**config.mk**
```make
export PLATFORM = sky130hd
export DESIGN_NAME = fetch_unit
export DESIGN_NICKNAME = d
export VERILOG_FILES = /design/src/rtl/fetch_unit_pkg.sv /design/src/rtl/fetch_ring.sv /design/src/rtl/fetch_unit.sv
export SDC_FILE = /design/constraint.sdc
export NUM_CORES = 1
export LEC_CHECK = 0
export CAP_MARGIN = 20
export CELL_PAD_IN_SITES_DETAIL_PLACEMENT = 0
export CELL_PAD_IN_SITES_GLOBAL_PLACEMENT = 1
export CORE_MARGIN = 2
export CORE_UTILIZATION = 45
export DETAILED_ROUTE_END_ITERATION = 16
export PLACE_DENSITY = 0.95
export SYNTH_ARGS = -nofsm -noshare
export SYNTH_HDL_FRONTEND = slang
export SYNTH_HIERARCHICAL = 1
export SYNTH_SLANG_ARGS = --single-unit
```
**constraint.sdc**
```tcl
create_clock -name clk -period 4.89 [get_ports clk]
set_clock_uncertainty 0.05 [all_clocks]
set_input_delay 1.2225 -clock clk [delete_from_list [all_inputs] [get_ports clk]]
set_output_delay 1.2225 -clock clk [all_outputs]
set_load 0.1 [all_outputs]
```
**src/rtl/fetch_unit_pkg.sv**
```systemverilog
// Shared widths, constants and ring entry type for the instruction fetch stage.
package fetch_unit_pkg;

  localparam int unsigned INSN_W = 32;
  localparam int unsigned ADDR_W = 32;
  localparam int unsigned DROP_W = 8;

  localparam logic [ADDR_W-1:0] PC_INC = ADDR_W'(4);
  localparam logic TRUE  = 1'b1;
  localparam logic FALSE = 1'b0;

  typedef logic [INSN_W-1:0] instruction_t;

  typedef struct packed {
    logic [ADDR_W-1:0] pc;
    instruction_t      word;
    logic              filled;
  } ring_entry_t;

endpackage

```
**src/rtl/fetch_ring.sv**
```systemverilog
// In-order alloc/fill/read ring for fetched instructions; flush empties it in one cycle.
module fetch_ring
  import fetch_unit_pkg::*;
#(
  parameter  int unsigned DEPTH = 2,
  localparam int unsigned PTR_W = $clog2(DEPTH) + 1
) (
  input  logic               clk,
  input  logic               rst_n,
  input  logic               i_flush,
  input  logic               i_alloc,
  input  logic [ADDR_W-1:0]  i_alloc_pc,
  input  logic               i_fill,
  input  instruction_t       i_fill_word,
  input  logic               i_rd,
  output logic [PTR_W-1:0]   o_used,
  output logic [PTR_W-1:0]   o_pending,
  output logic               o_head_valid,
  output logic [ADDR_W-1:0]  o_head_pc,
  output instruction_t       o_head_word
);

  localparam int unsigned IDX_W = PTR_W - 1;

  ring_entry_t       r_ent [DEPTH];
  logic [PTR_W-1:0]  r_alloc;
  logic [PTR_W-1:0]  r_fill;
  logic [PTR_W-1:0]  r_rd;
  logic [IDX_W-1:0]  w_alloc_idx;
  logic [IDX_W-1:0]  w_fill_idx;
  logic [IDX_W-1:0]  w_rd_idx;

  assign w_alloc_idx = r_alloc[IDX_W-1:0];
  assign w_fill_idx  = r_fill[IDX_W-1:0];
  assign w_rd_idx    = r_rd[IDX_W-1:0];

  // Pointers carry a wrap bit so full and empty are distinguishable.
  always_ff @(posedge clk or negedge rst_n) begin
    if (!rst_n) begin
      r_alloc <= '0;
      r_fill  <= '0;
      r_rd    <= '0;
    end else if (i_flush) begin
      r_alloc <= '0;
      r_fill  <= '0;
      r_rd    <= '0;
    end else begin
      if (i_alloc) r_alloc <= r_alloc + PTR_W'(1);
      if (i_fill)  r_fill  <= r_fill + PTR_W'(1);
      if (i_rd)    r_rd    <= r_rd + PTR_W'(1);
    end
  end

  always_ff @(posedge clk or negedge rst_n) begin
    if (!rst_n) begin
      for (int unsigned i = 0; i < DEPTH; i++) r_ent[i] <= '0;
    end else if (i_flush) begin
      for (int unsigned i = 0; i < DEPTH; i++) r_ent[i].filled <= FALSE;
    end else begin
      if (i_alloc) r_ent[w_alloc_idx].pc <= i_alloc_pc;
      if (i_fill) begin
        r_ent[w_fill_idx].word   <= i_fill_word;
        r_ent[w_fill_idx].filled <= TRUE;
      end
      if (i_rd) r_ent[w_rd_idx].filled <= FALSE;
    end
  end

  assign o_used       = r_alloc - r_rd;
  assign o_pending    = r_alloc - r_fill;
  assign o_head_valid = r_ent[w_rd_idx].filled;
  assign o_head_pc    = r_ent[w_rd_idx].pc;
  assign o_head_word  = r_ent[w_rd_idx].word;

endmodule

```
**src/rtl/fetch_unit.sv**
```systemverilog
// Instruction fetch stage: PC, imem request/response, redirect flush and drop counting.
// Optional misaligned-redirect fault guarded by FETCH_MISALIGN_CHECK_EN.
module fetch_unit
  import fetch_unit_pkg::*;
#(
  parameter logic [ADDR_W-1:0] RESET_PC = 32'h0000_0000,
  parameter int unsigned       DEPTH    = 2
) (
  input  logic               clk,
  input  logic               rst_n,
  output logic               o_imem_req_valid,
  input  logic               i_imem_req_ready,
  output logic [ADDR_W-1:0]  o_imem_req_addr,
  input  logic               i_imem_rsp_valid,
  input  instruction_t       i_imem_rsp_data,
  input  logic               i_redirect_valid,
  input  logic [ADDR_W-1:0]  i_redirect_pc,
  output logic               o_insn_valid,
  input  logic               i_insn_ready,
  output instruction_t       o_insn,
  output logic [ADDR_W-1:0]  o_insn_pc,
  output logic               o_misalign_fault
);

  localparam int unsigned PTR_W = $clog2(DEPTH) + 1;

  logic [ADDR_W-1:0] r_pc;
  logic [DROP_W-1:0] r_drop_cnt;
  logic [PTR_W-1:0]  w_used;
  logic [PTR_W-1:0]  w_pending;
  logic              w_fault;
  logic              w_req_fire;
  logic              w_rsp_keep;
  logic              w_rd_fire;
  logic              w_head_valid;
  logic [ADDR_W-1:0] w_target;

  assign o_imem_req_valid = rst_n && (w_used < PTR_W'(DEPTH)) && !i_redirect_valid && !w_fault;
  assign o_imem_req_addr  = r_pc;
  assign w_req_fire       = o_imem_req_valid && i_imem_req_ready;
  assign w_rsp_keep       = i_imem_rsp_valid && (r_drop_cnt == '0) && !i_redirect_valid;
  assign w_rd_fire        = w_head_valid && i_insn_ready;
  assign o_insn_valid     = w_head_valid;
  assign w_target         = {i_redirect_pc[ADDR_W-1:2], 2'b00};

  always_ff @(posedge clk or negedge rst_n) begin
    if (!rst_n) begin
      r_pc <= RESET_PC;
    end else if (i_redirect_valid) begin
      r_pc <= w_target;
    end else if (w_req_fire) begin
      r_pc <= r_pc + PC_INC;
    end
  end

  // Responses for requests issued before a flush are counted off and discarded.
  always_ff @(posedge clk or negedge rst_n) begin
    if (!rst_n) begin
      r_drop_cnt <= '0;
    end else if (i_redirect_valid) begin
      r_drop_cnt <= r_drop_cnt + DROP_W'(w_pending) - DROP_W'(i_imem_rsp_valid);
    end else if (i_imem_rsp_valid && (r_drop_cnt != '0)) begin
      r_drop_cnt <= r_drop_cnt - DROP_W'(1);
    end
  end

`ifdef FETCH_MISALIGN_CHECK_EN
  logic r_misalign;

  always_ff @(posedge clk or negedge rst_n) begin
    if (!rst_n) begin
      r_misalign <= FALSE;
    end else if (i_redirect_valid) begin
      r_misalign <= (i_redirect_pc[1:0] != 2'b00);
    end
  end

  assign w_fault = r_misalign;
`else
  logic w_unused_lsb;

  assign w_unused_lsb = ^i_redirect_pc[1:0];
  assign w_fault      = FALSE;
`endif

  assign o_misalign_fault = w_fault;

  fetch_ring #(
    .DEPTH (DEPTH)
  ) u_ring (
    .clk          (clk),
    .rst_n        (rst_n),
    .i_flush      (i_redirect_valid),
    .i_alloc      (w_req_fire),
    .i_alloc_pc   (r_pc),
    .i_fill       (w_rsp_keep),
    .i_fill_word  (i_imem_rsp_data),
    .i_rd         (w_rd_fire),
    .o_used       (w_used),
    .o_pending    (w_pending),
    .o_head_valid (w_head_valid),
    .o_head_pc    (o_insn_pc),
    .o_head_word  (o_insn)
  );

endmodule
```
### After elaboration in Yosys (flattened, before gate mapping)

Cells that the tools add are included.

| word-level totals | value |
|---|---|
| bits in registers | 176 |
| bits of input ports | 70 |
| output and inout port bits | 99 |
| word-level logic and storage cells | 79 |

| operators by class | value |
|---|---|
| add/subtract/negate cells | 9 |
| magnitude comparators | 7 |
| multiplexer cells | 32 |
| bitwise logic cells | 3 |
| reductions and logical operators | 17 |

Operators by type and width:

| operator | number |
|---|---|
| two-way mux 130 bit | 5 |
| bitwise mux 130 bit | 4 |
| demux 65 bit (select 1 bit) | 4 |
| two-way mux 65 bit | 4 |
| two-way mux 32 bit | 2 |
| two-way mux 33 bit | 1 |
| adder 32 x 3 -> 32 bit, second input constant | 1 |
| two-way mux 8 bit | 2 |
| two-way mux 2 bit | 6 |
| logical AND 1 bit | 10 |
| adder 8 x 2 -> 8 bit | 1 |
| zero test 8 bit | 1 |
| nonzero test 2 bit | 4 |
| nonzero test 8 bit | 1 |
| subtractor 8 x 1 -> 8 bit | 1 |
| subtractor 8 x 1 -> 8 bit, second input constant | 1 |
| adder 2 x 1 -> 2 bit, second input constant | 3 |
| greater-or-equal comparator 2 bit, second input constant | 3 |
| less-than comparator 2 x 1 -> 1 bit, second input constant | 3 |
| inverter 1 -> 2 bit | 3 |
| two-way mux 1 bit | 4 |
| subtractor 2 bit | 2 |
| less-than comparator 2 bit, second input constant | 1 |
| zero test 1 bit | 1 |

### Longest topological paths before layout

Gate-level depths: netlist of the first run.

| logic depth | value |
|---|---|
| depth after elaboration | 15 |
| gate-level depth with buffers | 15 |
| gate-level depth less buffers | 14 |

### Hierarchy

Netlist of the first run, hierarchy kept.

Modules (own cells, without submodules):

| module | times used | cells an instance | area an instance (um^2) | sequential area each (um^2) |
|---|---|---|---|---|
| fetch_ring | 1 | 387 | 5,994.5 | 3,403.3 |
| fetch_unit | 1 | 312 | 2,657.5 | 950.9 |

### Worst setup path before layout of the first run

Ideal clock, no wire load.

| timing path | value |
|---|---|
| kind | input port to output port |
| start | input port i_redirect_valid |
| end | output port o_imem_req_valid |
| arrival | 3,821 ps |
| data required time | 3,618 ps |
| setup slack | -204 ps |
| stages on the path | 3 |
| buffers on the path | 2 |
| path through | clkbuf_1 clkbuf_1 nor3b_1 |

| on the way | value |
|---|---|
| cells in the longest elaborated chain, start to end | 2 |

RTL lines:

| what | line | source |
|---|---|---|
| from (decl) | fetch_unit.sv:16 | `input logic i_redirect_valid,` |
| zero test 1 bit | fetch_unit.sv:38 | `assign o_imem_req_valid = rst_n && (w_used < PTR_W'(DEPTH)) && !i_redirect_valid && !w_fault;` |
| logical AND 1 bit | fetch_unit.sv:38 |  |
| to (decl) | fetch_unit.sv:11 | `output logic o_imem_req_valid,` |

Every way passes these cells.

### Final worst setup path of the first run

| timing path | value |
|---|---|
| start | register u_ring.r_rd[0] |
| end | output port o_insn[13] |

| on the way | value |
|---|---|
| cells in the longest elaborated chain, start to end | 4 |

RTL lines:

| what | line | source |
|---|---|---|
| from (decl) | fetch_ring.sv:28 | `logic [PTR_W-1:0] r_rd;` |
| from (signal assigned) | fetch_ring.sv:50 | `if (i_rd) r_rd <= r_rd + PTR_W'(1);` |
| inverter 1 -> 2 bit (not written as such) | fetch_ring.sv:73 | `assign o_head_word = r_ent[w_rd_idx].word;` |
| two-way mux 65 bit (3 in a row) | n/a |  |
| to (decl) | fetch_unit.sv:20 | `output instruction_t o_insn,` |

Every way passes these cells. The select of a mux whose other input is x is not followed.

==> results of run 1 <==
cell type report:
| type | instances | area [µm²] |
|---|---|---|
| fillers | 1578 | 7880 |
| flip-flops and latches | 174 | 4360 |
| multi-input cells | 464 | 3980 |
| repair buffers | 176 | 1570 |
| clock buffers | 18 | 429 |
| well taps | 234 | 293 |
| clock inverters | 14 | 148 |
| inverters | 29 | 109 |
worst register-to-register path, cell delays in order, from the launching register on:
cell and delay, ps:
dfrtp_1 480, inv_1 100, ha_1 220, xnor2_1 160
xnor2_1 150, inv_1 60, ha_1 310, inv_1 50
ha_1 290, a211oi_1 460, o21ai_0 190, a31oi_1 240
xnor2_1 140, mux2i_1 90
registers in the layout, summed over array words and instances, names as in the netlist:
| register | cells |
|---|---|
| u_ring/r_rd | 2 |
| u_ring/r_alloc | 2 |
| u_ring/r_fill | 2 |
| o_imem_req_addr | 30 |
| u_ring/r_ent | 130 |
| r_drop_cnt | 8 |
worst max-delay path by stage:
stage | from | to | slack [ps] | cells after the start
after floorplan | u_ring/r_rd[0]$_DFFE_PN0P_ | o_insn_valid | 760 | 3
after global placement | i_imem_rsp_valid | r_drop_cnt[6]$_DFFE_PN0P_ | 1170 | 11
after detailed placement | i_imem_rsp_valid | r_drop_cnt[7]$_DFFE_PN0P_ | 1160 | 9
after CTS | u_ring/r_rd[0]$_DFFE_PN0P_ | o_insn[13] | 1150 | 3
after global routing | u_ring/r_rd[0]$_DFFE_PN0P_ | o_insn[13] | 1100 | 3
final | u_ring/r_rd[0]$_DFFE_PN0P_ | o_insn[13] | 1190 | 3
stage by stage:
stage / worst slack (ps) / total power, W
after floorplan: 764 / 0.00353
after global placement: 1170 / 0.00398
after detailed placement: 1160 / 0.00402
after CTS: 1150 / 0.00537
after global routing: 1100 / 0.00560
final: 1190 / 0.00532
per-layer routing:
metal  global-route usage [%]  part of all wire, %  vias to the layer above
li1                         -                    -                     2777
met1                     25.7                   45                     2829
met2                     33.1                   48                      136
met3                     5.26                  5.9                       15
met4                     5.00                 0.88                        0
met5                        0                    0                        -
power by group:
group	switching (W)	internal (W)
combinational	0.00152	0.000678
sequential	0.000143	0.00164
clock	0.000614	0.000721
total	0.00228	0.00304
==> flow_summary.html, run 1 <==
<table>
<tr><th>Metric</th><th>Value</th></tr>
<tr><th colspan="2">Global routing</th></tr>
<tr><td>Pin count of the biggest net entering global routing</td><td>79</td></tr>
<tr><td>Global-route congestion overflow total</td><td>0</td></tr>
<tr><td>Number of global-route vias before repair</td><td>approximately 6000</td></tr>
<tr><td>Global-route wire length before repair</td><td>31400 µm</td></tr>
<tr><td>Overall global routing resource usage</td><td>between 10% and 20%</td></tr>
<tr><td>Number of antenna violations at the first check in global routing</td><td>0</td></tr>
<tr><th colspan="2">Worst setup path</th></tr>
<tr><td>Beginning of the worst register-to-register path</td><td>u_ring/r_alloc[0]$_DFFE_PN0P_</td></tr>
<tr><td>Endpoint required time on the critical path</td><td>between 3000 and 4000 ps</td></tr>
<tr><td>Delay of the slowest critical-path stage</td><td>680 ps</td></tr>
<tr><td>Endpoint of the worst-slack reg-to-reg timing path</td><td>r_drop_cnt[7]$_DFFE_PN0P_</td></tr>
<tr><td>Largest driver fanout on the critical path</td><td>47</td></tr>
<tr><td>Cell chain of the critical path</td><td>buf_4 &gt; mux2_2 &gt; buf_4</td></tr>
<tr><td>Nature of the critical path startpoint</td><td>register</td></tr>
<tr><td>Worst reg-to-reg setup slack</td><td>around 1800 ps</td></tr>
<tr><td>Most numerous cell on the critical path</td><td>buf_4</td></tr>
<tr><td>Critical path's slowest cell</td><td>dfrtp_4</td></tr>
<tr><td>Count of buffer and inverter cells on the critical path</td><td>2</td></tr>
<tr><td>Kind of capture point of the worst setup path</td><td>output port</td></tr>
<tr><td>Worst EP arrival</td><td>2430 ps</td></tr>
<tr><td>Cell family with the largest share of critical-path delay</td><td>buffers and inverters</td></tr>
<tr><td>Worst reg-to-reg path cell count</td><td>13</td></tr>
<tr><td>Type of the worst setup path</td><td>register to output port</td></tr>
<tr><th colspan="2">Route</th></tr>
<tr><td>DRC errors left</td><td>0</td></tr>
<tr><td>Detailed-route vias per instance</td><td>5.19</td></tr>
<tr><td>Violation count after the first detailed-route iteration</td><td>about 210</td></tr>
<tr><td>Routed wire length</td><td>a little under 20000 µm</td></tr>
<tr><td>Antenna viol nets, final</td><td>0</td></tr>
<tr><td>Count of vias placed by the detailed router</td><td>between 5000 and 6000</td></tr>
<tr><td>Wire per inst</td><td>around 18 µm</td></tr>
<tr><td>Drt pass-1 iters</td><td>4</td></tr>
<tr><th colspan="2">STA</th></tr>
<tr><td>Final hold vios</td><td>0</td></tr>
<tr><td>Final cycle utilization of the critical path</td><td>around 76%</td></tr>
<tr><td>Achievable frequency</td><td>between 0.2 and 0.3 GHz</td></tr>
<tr><td>Pin slew with the least headroom to its limit</td><td>1020 ps</td></tr>
<tr><td>Total negative slack</td><td>0 ps</td></tr>
<tr><td>Number of slew-limit violations in the final report</td><td>0</td></tr>
<tr><td>Tmin final</td><td>around 3700 ps</td></tr>
<tr><td>Unrepaired setup endpoints after global routing</td><td>no</td></tr>
<tr><td>Slew margin rel.</td><td>31.6%</td></tr>
<tr><td>Number of failing setup endpoints in the final timing report</td><td>0</td></tr>
<tr><td>Hold slack final</td><td>between 400 and 500 ps</td></tr>
<tr><th colspan="2">Flow run</th></tr>
<tr><td>MaxCap Viol Count</td><td>0</td></tr>
<tr><th colspan="2">Place</th></tr>
<tr><td>Global placement routability congestion</td><td>between 0.8 and 0.9</td></tr>
<tr><td>Standard cell area after detailed placement</td><td>between 0.01 and 0.015 mm²</td></tr>
<tr><td>Dpl hpwl</td><td>13400 µm</td></tr>
<tr><td>Number of input and output port buffers inserted</td><td>163</td></tr>
<tr><td>Number of placed cells counting well taps</td><td>1077</td></tr>
<tr><th colspan="2">Clock tree</th></tr>
<tr><td>Clock latency on the worst-skew pair</td><td>roughly 430 ps</td></tr>
<tr><td>Clock root buffer master</td><td>clkbuf_16</td></tr>
<tr><td>Sinks on Clock Net</td><td>~170</td></tr>
<tr><td>CTS HTree Levels</td><td>4</td></tr>
<tr><td>Post-CTS setup-driven buffer insertion count</td><td>0</td></tr>
<tr><td>CTS max path bufs</td><td>2</td></tr>
<tr><td>Clock slew at reported path FFs</td><td>around 70 ps</td></tr>
<tr><td>Num CTS Buffers</td><td>17</td></tr>
<tr><td>TritonCTS clock tree</td><td>yes</td></tr>
<tr><td>CTS Hold Buffers Added</td><td>0</td></tr>
<tr><td>Resized cells post-CTS</td><td>0</td></tr>
<tr><th colspan="2">Synth</th></tr>
<tr><td>Post-Syn Area</td><td>a little under 0.009 mm²</td></tr>
<tr><td>Cell count after synthesis</td><td>698</td></tr>
<tr><td>Post-synthesis average cell area</td><td>about 12 µm²</td></tr>
<tr><td>Number of synthesis warnings</td><td>6</td></tr>
<tr><th colspan="2">Run status</th></tr>
<tr><td>Outcome</td><td>complete, no violations</td></tr>
<tr><th colspan="2">Die</th></tr>
<tr><td>Number of top-level design ports</td><td>between 150 and 200</td></tr>
<tr><td>Number of placement rows</td><td>50</td></tr>
<tr><td>Width of the chip</td><td>about 140 µm</td></tr>
<tr><td>Die height</td><td>about 140 µm</td></tr>
<tr><td>Initial cell density of the core</td><td>between 40% and 50%</td></tr>
<tr><td>Area enclosed by the die boundary</td><td>between 0.02 and 0.025 mm²</td></tr>
<tr><td>Standard cell core area</td><td>0.0188 mm²</td></tr>
<tr><th colspan="2">Layout</th></tr>
<tr><td>Final cell utilization of the core</td><td>between 50% and 60%</td></tr>
<tr><td>Post-layout net count</td><td>between 900 and 1000</td></tr>
<tr><td>Proportion of layout cells with a drive suffix above 1</td><td>a little over a third</td></tr>
<tr><td>Most frequent standard cell in the layout excluding fill and tap cells</td><td>mux2_2</td></tr>
<tr><td>Top library cells by usage in the layout, fill and taps aside</td><td>mux2_2, dfrtp_1, clkdlybuf4s50_1</td></tr>
<tr><td>Ant. Diodes</td><td>0</td></tr>
<tr><td>Number of standard cells in the final layout excluding fillers</td><td>1109</td></tr>
<tr><td>Synthesis-to-layout area growth</td><td>25.9%</td></tr>
<tr><td>Non-Filler Cell Area, Final</td><td>around 0.011 mm²</td></tr>
<tr><th colspan="2">Min path</th></tr>
<tr><td>Endpoint with the worst hold slack</td><td>u_ring/r_ent[81]$_DFFE_PN0P_</td></tr>
<tr><td>Class of the worst hold path</td><td>register to register</td></tr>
<tr><td>WHS Path Cells</td><td>1</td></tr>
<tr><td>Start point of the worst min-delay path</td><td>u_ring/r_ent[81]$_DFFE_PN0P_</td></tr>
<tr><th colspan="2">Power and ir drop</th></tr>
<tr><td>Power per standard cell area</td><td>slightly below 500 mW/mm²</td></tr>
<tr><td>Largest vdd supply drop</td><td>0.306 mV</td></tr>
<tr><td>Leak pwr</td><td>a little over 5 nW</td></tr>
</table>
(Power assumes the default switching activity.)
==> run 2, diff against run 1 <==
Settings changed: CORE_UTILIZATION 45 to 38, PLACE_DENSITY 0.95 to 0.87.
Clock period 4.89 ns to 3 ns, I/O delays scaled along.
==> run 2 against run 1 <==
Effect of this change:
- clock power increased by 66%
- setup slack got worse by 980 ps
- clock-buffer cell count unchanged
- hold slack got worse by 340 ps
- critical path type is now register to register
==> flow_summary.html, run 2 (same netlist as run 1, synthesis figures left out) <==
<table>
<tr><th>Metric</th><th>Value</th></tr>
<tr><th colspan="2">Layout</th></tr>
<tr><td>Non-Filler Cell Area, Final</td><td>0.0119 mm² (+9.2%)</td></tr>
<tr><td>Register with the most flip-flops</td><td>u_ring/r_ent</td></tr>
<tr><td>Proportion of layout cells with a drive suffix above 1</td><td>39.4% (+4.3 points)</td></tr>
<tr><td>Total area of multi-input combinational cells</td><td>0.00398 mm² (unchanged)</td></tr>
<tr><td>Sequential cell area in the final layout</td><td>0.00436 mm² (unchanged)</td></tr>
<tr><td>Synthesis-to-layout area growth</td><td>37.5%</td></tr>
<tr><td>Most frequent standard cell in the layout excluding fill and tap cells</td><td>mux2_2</td></tr>
<tr><td>Post-layout net count</td><td>967 (+1.4%)</td></tr>
<tr><td>Flip-flop count of the largest register, all copies and words added</td><td>130 (unchanged)</td></tr>
<tr><td>Total of fill cells in the finished design</td><td>1922 (+22%)</td></tr>
<tr><td>Final cell utilization of the core</td><td>52.8% (-5.2 points)</td></tr>
<tr><td>Top library cells by usage in the layout, fill and taps aside</td><td>mux2_2, dfrtp_1, buf_12</td></tr>
<tr><th colspan="2">Clock tree</th></tr>
<tr><td>CTS max path bufs</td><td>2 (unchanged)</td></tr>
<tr><td>Clock latency on the worst-skew pair</td><td>430 ps (about the same)</td></tr>
<tr><td>CTS HTree Levels</td><td>4 (unchanged)</td></tr>
<tr><td>CTS Hold Buffers Added</td><td>0 (unchanged)</td></tr>
<tr><td>Clock slew at reported path FFs</td><td>70 ps (about the same)</td></tr>
<tr><td>Resized cells post-CTS</td><td>0 (unchanged)</td></tr>
<tr><td>TritonCTS clock tree</td><td>yes</td></tr>
<tr><td>Num CTS Buffers</td><td>17 (unchanged)</td></tr>
<tr><td>Clock root buffer master</td><td>clkbuf_16</td></tr>
<tr><td>Post-CTS setup-driven buffer insertion count</td><td>0 (unchanged)</td></tr>
<tr><td>Sinks on Clock Net</td><td>174 (unchanged)</td></tr>
<tr><th colspan="2">Global routing</th></tr>
<tr><td>Number of antenna violations at the first check in global routing</td><td>1 (+1)</td></tr>
<tr><td>Pin count of the biggest net entering global routing</td><td>162 (+110%)</td></tr>
<tr><td>Global routing usage on met2</td><td>28.3% (-4.8 points)</td></tr>
<tr><td>Number of global-route vias before repair</td><td>6115 (+0.68%)</td></tr>
<tr><td>Most congested layer reported by global routing</td><td>met2</td></tr>
<tr><td>Global-route congestion overflow total</td><td>0 (unchanged)</td></tr>
<tr><td>Global-route wire length before repair</td><td>32600 µm (+3.9%)</td></tr>
<tr><td>Met1 usage</td><td>22.9% (-2.8 points)</td></tr>
<tr><td>Met3 GRT Util</td><td>4.26% (-1.0 points)</td></tr>
<tr><td>Overall global routing resource usage</td><td>17.3% (-2.5 points)</td></tr>
<tr><th colspan="2">Die</th></tr>
<tr><td>Area enclosed by the die boundary</td><td>0.0240 mm² (+18%)</td></tr>
<tr><td>Standard cell core area</td><td>0.0225 mm² (+20%)</td></tr>
<tr><td>Initial cell density of the core</td><td>38.4% (-7.6 points)</td></tr>
<tr><td>Width of the chip</td><td>155 µm (+8.6%)</td></tr>
<tr><td>Number of top-level design ports</td><td>169 (unchanged)</td></tr>
<tr><td>Die height</td><td>155 µm (+8.6%)</td></tr>
<tr><td>Number of placement rows</td><td>55 (+10%)</td></tr>
<tr><th colspan="2">Min path</th></tr>
<tr><td>Class of the worst hold path</td><td>input port to asynchronous set/reset pin</td></tr>
<tr><th colspan="2">Route</th></tr>
<tr><td>DRC errors left</td><td>0 (unchanged)</td></tr>
<tr><td>Antenna viol nets, final</td><td>0 (unchanged)</td></tr>
<tr><td>Violation count after the first detailed-route iteration</td><td>275 (+33%)</td></tr>
<tr><td>Drt pass-1 iters</td><td>4 (unchanged)</td></tr>
<tr><td>Count of vias placed by the detailed router</td><td>5904 (+2.6%)</td></tr>
<tr><td>Wire per inst</td><td>17.4 µm (-1.1%)</td></tr>
<tr><td>Routed wire length</td><td>20400 µm (+4.7%)</td></tr>
<tr><td>Detailed-route vias per instance</td><td>5.03 (-3.1%)</td></tr>
<tr><th colspan="2">Worst setup path</th></tr>
<tr><td>Nature of the critical path startpoint</td><td>register</td></tr>
<tr><td>Worst reg-to-reg path cell count</td><td>13 (unchanged)</td></tr>
<tr><td>Critical path's slowest cell</td><td>fa_1</td></tr>
<tr><td>Type of the worst setup path</td><td>register to register</td></tr>
<tr><td>Endpoint required time on the critical path</td><td>3300 ps (-320 ps)</td></tr>
<tr><td>Largest driver fanout on the critical path</td><td>2 (-96%)</td></tr>
<tr><td>Worst EP arrival</td><td>3090 ps (+660 ps)</td></tr>
<tr><td>Delay of the slowest critical-path stage</td><td>420 ps (-260 ps)</td></tr>
<tr><td>Cell chain of the critical path</td><td>inv_1 &gt; ha_1 &gt; xnor2_1 &gt; xnor2_1 &gt; inv_1 &gt; ha_1 &gt; buf_4 &gt; fa_1 &gt; nand2b_1 &gt; a21oi_1 &gt; o31a_1 &gt; o21ai_0 &gt; a31oi_1</td></tr>
<tr><td>Kind of capture point of the worst setup path</td><td>register</td></tr>
<tr><th colspan="2">Place</th></tr>
<tr><td>Number of input and output port buffers inserted</td><td>163 (unchanged)</td></tr>
<tr><td>Dpl hpwl</td><td>14300 µm (+6.7%)</td></tr>
<tr><td>Standard cell area after detailed placement</td><td>0.0113 mm² (+9.5%)</td></tr>
<tr><td>Global placement routability congestion</td><td>0.770 (-5.5%)</td></tr>
<tr><th colspan="2">Power and ir drop</th></tr>
<tr><td>Power per standard cell area</td><td>784 mW/mm² (+60%)</td></tr>
<tr><td>Largest vdd supply drop</td><td>0.378 mV (+23%)</td></tr>
<tr><td>Leak pwr</td><td>5.43 nW (+7.3%)</td></tr>
<tr><th colspan="2">STA</th></tr>
<tr><td>Achievable frequency</td><td>roughly 0.36 GHz</td></tr>
<tr><td>Slew margin rel.</td><td>43.7% (+12 points)</td></tr>
<tr><td>Number of failing setup endpoints in the final timing report</td><td>0 (unchanged)</td></tr>
<tr><td>Final cycle utilization of the critical path</td><td>93.1%</td></tr>
<tr><td>Pin slew with the least headroom to its limit</td><td>845 ps (-178 ps)</td></tr>
<tr><td>Hold slack final</td><td>98.2 ps (-338 ps)</td></tr>
<tr><td>Number of slew-limit violations in the final report</td><td>0 (unchanged)</td></tr>
<tr><td>Tmin final</td><td>about 2800 ps</td></tr>
<tr><td>Unrepaired setup endpoints after global routing</td><td>no</td></tr>
<tr><td>Final hold vios</td><td>0 (unchanged)</td></tr>
<tr><th colspan="2">Run status</th></tr>
<tr><td>Outcome</td><td>complete, no violations</td></tr>
<tr><th colspan="2">Flow run</th></tr>
<tr><td>MaxCap Viol Count</td><td>0 (unchanged)</td></tr>
</table>
run 2: cell count changes in the layout (fill, tap and decap cells not counted):
cell,previous run,this run
clkinvlp_4,5,2
o21ai_0,31,30
inv_8,4,2
diode_2,0,1
inv_6,4,5
o21ai_1,7,8
clkdlybuf4s50_1,95,65
buf_4,78,50
clkinv_4,0,1
clkinv_8,0,3
buf_12,1,72
run 2: metal layers:
| layer | vias up | part of all wire [%] | wire length [µm] |
|---|---|---|---|
| li1 | 2796 | - | - |
| met1 | 2934 | 46 | 9380 |
| met2 | 154 | 48 | 9730 |
| met3 | 20 | 4.9 | 1000 |
| met4 | 0 | 1.5 | 310 |
| met5 | - | 0 | 0 |
run 2: where the power goes:
part / internal, W / switching (W) / leakage, nW
logic: 0.00160 / 0.00260 / 2.86
clock network: 0.00119 / 0.00103 / 0.285
registers: 0.00268 / 0.000230 / 2.28
total: 0.00547 / 0.00386 / 5.43
run 2: cell type report:
class                   count  area share, %
clock inverters            14           1.42
inverters                  29          0.916
well taps                 285           3.00
multi-input cells         464           33.5
repair buffers            189           20.9
clock buffers              18           3.61
diodes                      1         0.0210
flip-flops and latches    174           36.7
run 2: final timing paths:
kind	startpoint	to	slack, ps
max	u_ring/r_alloc[0]$_DFFE_PN0P_	r_drop_cnt[6]$_DFFE_PN0P_	210
min	rst_n	u_ring/r_alloc[0]$_DFFE_PN0P_	100
max reg2reg	u_ring/r_alloc[0]$_DFFE_PN0P_	r_drop_cnt[6]$_DFFE_PN0P_	210
min reg2reg	u_ring/r_ent[104]$_DFFE_PN0P_	u_ring/r_ent[104]$_DFFE_PN0P_	440
max in group asynchronous	rst_n	u_ring/r_ent[33]$_DFFE_PN0P_	1720
min in group clk	u_ring/r_ent[104]$_DFFE_PN0P_	u_ring/r_ent[104]$_DFFE_PN0P_	440
run 2: metrics by stage:
stage	TNS, ps	instances	setup WS (ps)	total power, W
6_report	0	1174	208	0.00932
5_1_grt	0	1173	49.3	0.00976
4_1_cts	0	1173	172	0.00942
3_5_place_dp	-97.1	1141	-65.4	0.00716
3_3_place_gp	0	1141	0.580	0.00711
2_1_floorplan	-160	704	-160	0.00576
run 2: worst max-delay path: cells and delay by family, from the launching register on:
kind / cells / cell delay [ps]
compound gates: 4 / 610
xor+xnor: 2 / 310
fa+ha+maj: 3 / 920
buf+inv: 3 / 300
flops: 1 / 350
simple gates: 1 / 170
==> run 3, diff against run 2 <==
Settings changed: CORE_UTILIZATION 38 to 39, CTS_BUF_LIST set to sky130_fd_sc_hd__clkbuf_8, PLACE_DENSITY 0.87 to 0.89.
==> run 3 against run 2 <==
Effect of this change:
- global-route usage is 0.41 points higher
- total power fell by 6.4%
- combinational power is essentially flat
- hold slack better by 310 ps
- die area down 2.5%
- sequential share of layout area is 0.76 points higher
- critical path depth decreased by 1
- largest cell class unchanged
- clock-buffer cell count is 1 lower
- setup slack improved by 69 ps
- highest routed layer unchanged
- sequential cell count unchanged
- final area is 2.0% lower
- first-iteration DRC count decreased by 13%
==> flow_summary.html, run 3 (same netlist as run 1, synthesis figures left out) <==
<table>
<tr><th>Metric</th><th>Value</th></tr>
<tr><th colspan="2">Layout</th></tr>
<tr><td>Final cell utilization of the core</td><td>53.4% (+0.54 points)</td></tr>
<tr><td>Total of fill cells in the finished design</td><td>1831 (-4.7%)</td></tr>
<tr><td>Flip-flop count of the largest register, all copies and words added</td><td>130 (unchanged)</td></tr>
<tr><td>Top library cells by usage in the layout, fill and taps aside</td><td>mux2_2, dfrtp_1, buf_12</td></tr>
<tr><td>Most frequent standard cell in the layout excluding fill and tap cells</td><td>mux2_2</td></tr>
<tr><td>Total area of multi-input combinational cells</td><td>0.00399 mm² (+0.13%)</td></tr>
<tr><td>Proportion of layout cells with a drive suffix above 1</td><td>39.5% (+0.044 points)</td></tr>
<tr><td>Register with the most flip-flops</td><td>u_ring/r_ent</td></tr>
<tr><td>Synthesis-to-layout area growth</td><td>34.7%</td></tr>
<tr><td>Sequential cell area in the final layout</td><td>0.00436 mm² (unchanged)</td></tr>
<tr><td>Post-layout net count</td><td>966 (-0.10%)</td></tr>
<tr><th colspan="2">Place</th></tr>
<tr><td>Dpl ws</td><td>-67.3 ps (-1.84 ps)</td></tr>
<tr><td>Number of input and output port buffers inserted</td><td>163 (unchanged)</td></tr>
<tr><td>Global placement routability congestion</td><td>0.819 (+6.4%)</td></tr>
<tr><td>Dpl hpwl</td><td>14200 µm (-0.85%)</td></tr>
<tr><th colspan="2">Clock tree</th></tr>
<tr><td>Sinks on Clock Net</td><td>174 (unchanged)</td></tr>
<tr><td>Clock latency on the worst-skew pair</td><td>450 ps (+20 ps)</td></tr>
<tr><td>Clock root buffer master</td><td>clkbuf_8</td></tr>
<tr><td>TritonCTS clock tree</td><td>yes</td></tr>
<tr><td>Num CTS Buffers</td><td>17 (unchanged)</td></tr>
<tr><td>CTS max path bufs</td><td>2 (unchanged)</td></tr>
<tr><td>CTS HTree Levels</td><td>4 (unchanged)</td></tr>
<tr><td>Clock slew at reported path FFs</td><td>100 ps (+30 ps)</td></tr>
<tr><th colspan="2">Global routing</th></tr>
<tr><td>Most congested layer reported by global routing</td><td>met2</td></tr>
<tr><td>Met1 usage</td><td>23.3% (+0.38 points)</td></tr>
<tr><td>Number of antenna violations at the first check in global routing</td><td>1 (unchanged)</td></tr>
<tr><td>Global routing usage on met2</td><td>29.0% (+0.62 points)</td></tr>
<tr><td>Pin count of the biggest net entering global routing</td><td>72 (-56%)</td></tr>
<tr><td>Number of global-route vias before repair</td><td>6146 (+0.51%)</td></tr>
<tr><td>Overall global routing resource usage</td><td>17.7% (+0.41 points)</td></tr>
<tr><td>Global-route wire length before repair</td><td>33100 µm (+1.6%)</td></tr>
<tr><td>Global-route congestion overflow total</td><td>0 (unchanged)</td></tr>
<tr><td>Met3 GRT Util</td><td>5.76% (+1.5 points)</td></tr>
<tr><th colspan="2">STA</th></tr>
<tr><td>Achievable frequency</td><td>0.367 GHz (+2.6%)</td></tr>
<tr><td>Tmin final</td><td>2720 ps (-69.5 ps)</td></tr>
<tr><td>Number of failing setup endpoints in the final timing report</td><td>0 (unchanged)</td></tr>
<tr><td>Final hold vios</td><td>0 (unchanged)</td></tr>
<tr><td>Pin slew with the least headroom to its limit</td><td>809 ps (-35.7 ps)</td></tr>
<tr><td>Number of slew-limit violations in the final report</td><td>0 (unchanged)</td></tr>
<tr><td>Unrepaired setup endpoints after global routing</td><td>no</td></tr>
<tr><td>Crit path setup slack, layout</td><td>278 ps (+69.5 ps)</td></tr>
<tr><td>Slew margin rel.</td><td>46.0% (+2.4 points)</td></tr>
<tr><td>Final cycle utilization of the critical path</td><td>90.7% (-2.3 points)</td></tr>
<tr><th colspan="2">Power and ir drop</th></tr>
<tr><td>Leak pwr</td><td>5.34 nW (-1.8%)</td></tr>
<tr><td>Power per standard cell area</td><td>749 mW/mm² (-4.5%)</td></tr>
<tr><td>Largest vdd supply drop</td><td>0.553 mV (+46%)</td></tr>
<tr><td>Power after layout</td><td>0.00873 W (-6.4%)</td></tr>
<tr><th colspan="2">Worst setup path</th></tr>
<tr><td>Beginning of the worst register-to-register path</td><td>u_ring/r_alloc[0]$_DFFE_PN0P_</td></tr>
<tr><td>Cell chain of the critical path</td><td>inv_1 &gt; ha_1 &gt; xnor2_1 &gt; xnor2_1 &gt; inv_1 &gt; ha_1 &gt; fa_1 &gt; nand2b_1 &gt; a21oi_1 &gt; o31a_1 &gt; o21ai_0 &gt; a31oi_1</td></tr>
<tr><td>Critical path's slowest cell</td><td>fa_1</td></tr>
<tr><td>Crit. Startpoint</td><td>u_ring/r_alloc[0]$_DFFE_PN0P_</td></tr>
<tr><td>Delay of the slowest critical-path stage</td><td>450 ps (+30 ps)</td></tr>
<tr><td>Worst reg-to-reg setup slack</td><td>280 ps (+70 ps)</td></tr>
<tr><td>Worst EP arrival</td><td>3050 ps (-40 ps)</td></tr>
<tr><td>Largest driver fanout on the critical path</td><td>2 (unchanged)</td></tr>
<tr><td>Endpoint required time on the critical path</td><td>3320 ps (+20 ps)</td></tr>
<tr><td>Nature of the critical path startpoint</td><td>register</td></tr>
<tr><td>Endpoint of the worst-slack reg-to-reg timing path</td><td>r_drop_cnt[6]$_DFFE_PN0P_</td></tr>
<tr><td>Worst reg-to-reg path cell count</td><td>12 (-1)</td></tr>
<tr><td>Type of the worst setup path</td><td>register to register</td></tr>
<tr><td>Worst setup path end</td><td>r_drop_cnt[6]$_DFFE_PN0P_</td></tr>
<tr><td>Kind of capture point of the worst setup path</td><td>register</td></tr>
<tr><th colspan="2">Die</th></tr>
<tr><td>Area enclosed by the die boundary</td><td>0.0234 mm² (-2.5%)</td></tr>
<tr><td>Standard cell core area</td><td>0.0218 mm² (-3.0%)</td></tr>
<tr><td>Number of placement rows</td><td>54 (-1.8%)</td></tr>
<tr><td>Initial cell density of the core</td><td>39.6% (+1.2 points)</td></tr>
<tr><td>Width of the chip</td><td>153 µm (-1.3%)</td></tr>
<tr><td>Number of top-level design ports</td><td>169 (unchanged)</td></tr>
<tr><td>Die height</td><td>153 µm (-1.3%)</td></tr>
<tr><th colspan="2">Run status</th></tr>
<tr><td>Outcome</td><td>complete, no violations</td></tr>
<tr><th colspan="2">Route</th></tr>
<tr><td>Routed wire length</td><td>20200 µm (-0.99%)</td></tr>
<tr><td>Antenna viol nets, final</td><td>0 (unchanged)</td></tr>
<tr><td>DRC errors left</td><td>0 (unchanged)</td></tr>
<tr><td>Drt pass-1 iters</td><td>4 (unchanged)</td></tr>
<tr><td>Violation count after the first detailed-route iteration</td><td>239 (-13%)</td></tr>
<tr><td>Detailed-route vias per instance</td><td>5.01 (-0.39%)</td></tr>
<tr><td>Wire per inst</td><td>17.3 µm (-0.49%)</td></tr>
<tr><td>Count of vias placed by the detailed router</td><td>5851 (-0.90%)</td></tr>
<tr><th colspan="2">Min path</th></tr>
<tr><td>Class of the worst hold path</td><td>input port to asynchronous set/reset pin</td></tr>
<tr><th colspan="2">Flow run</th></tr>
<tr><td>MaxCap Viol Count</td><td>0 (unchanged)</td></tr>
</table>
==> run 3: per-stage QoR <==
step / hold slack (ps) / cell area (µm²) / setup TNS [ps] / std cells
2_1_floorplan: 404 / 8680 / -160 / 704
4_1_cts: 414 / 11600 / 0 / 1167
3_3_place_gp: 412 / 11200 / -13.6 / 1135
3_5_place_dp: 422 / 11200 / -67.3 / 1135
6_report: 407 / 11600 / 0 / 1168
5_1_grt: 456 / 11600 / 0 / 1167
==> run 3: where the power goes <==
| group | total (W) | switching, W | internal [W] |
|---|---|---|---|
| Clock | 0.00164 | 0.00100 | 0.000635 |
| Sequential | 0.00290 | 0.000230 | 0.00267 |
| Combinational | 0.00419 | 0.00260 | 0.00159 |
==> run 3: worst min-delay path by stage <==
stage / slack, ps / end / cells past startpoint / from
4_1_cts: 410 / o_imem_req_addr[23]$_DFFE_PN0N_ / 2 / rst_n
2_1_floorplan: 400 / o_imem_req_addr[10]$_DFFE_PN0N_ / 0 / rst_n
6_report: 410 / o_imem_req_addr[20]$_DFFE_PN0N_ / 2 / rst_n
3_3_place_gp: 410 / u_ring/r_ent[104]$_DFFE_PN0P_ / 1 / u_ring/r_ent[104]$_DFFE_PN0P_
3_5_place_dp: 420 / u_ring/r_ent[104]$_DFFE_PN0P_ / 1 / u_ring/r_ent[104]$_DFFE_PN0P_
5_1_grt: 460 / o_imem_req_addr[19]$_DFFE_PN0N_ / 2 / rst_n
==> run 3: layout make-up <==
cell class / count / share of cell area (%)
Sequential cell: 174 / 37.4
Timing Repair Buffer: 188 / 20.9
Inverter: 29 / 0.935
Clock inverter: 15 / 1.45
Multi-Input combinational cell: 464 / 34.2
Clock buffer: 17 / 2.01
Antenna cell: 1 / 0.0215
Tap cell: 280 / 3.01
==> run 3: worst max-delay path, delay by kind of cell, from the launching register on <==
family | cells | cell delay, ps
AO/OA/AOI/OAI | 4 | 630
XOR/XNOR | 2 | 310
adder cells (fa/ha/maj) | 3 | 960
buffers and inverters | 2 | 140
flip-flops | 1 | 370
AND/OR/NAND/NOR | 1 | 180
==> run 3: layer usage <==
| layer | routed length (µm) | part of all wire [%] | vias up |
|---|---|---|---|
| li1 | - | - | 2791 |
| met1 | 9180 | 45 | 2895 |
| met2 | 9590 | 47 | 151 |
| met3 | 1280 | 6.4 | 14 |
| met4 | 165 | 0.82 | 0 |
| met5 | 0 | 0 | - |
==> run 3: repair_timing <==
action                     4_1_cts  5_1_grt
hold endpoints to repair         0        0
hold buffers                     0        0
resized for setup                0        1
setup buffers                    0        0
setup endpoints to repair        0        2
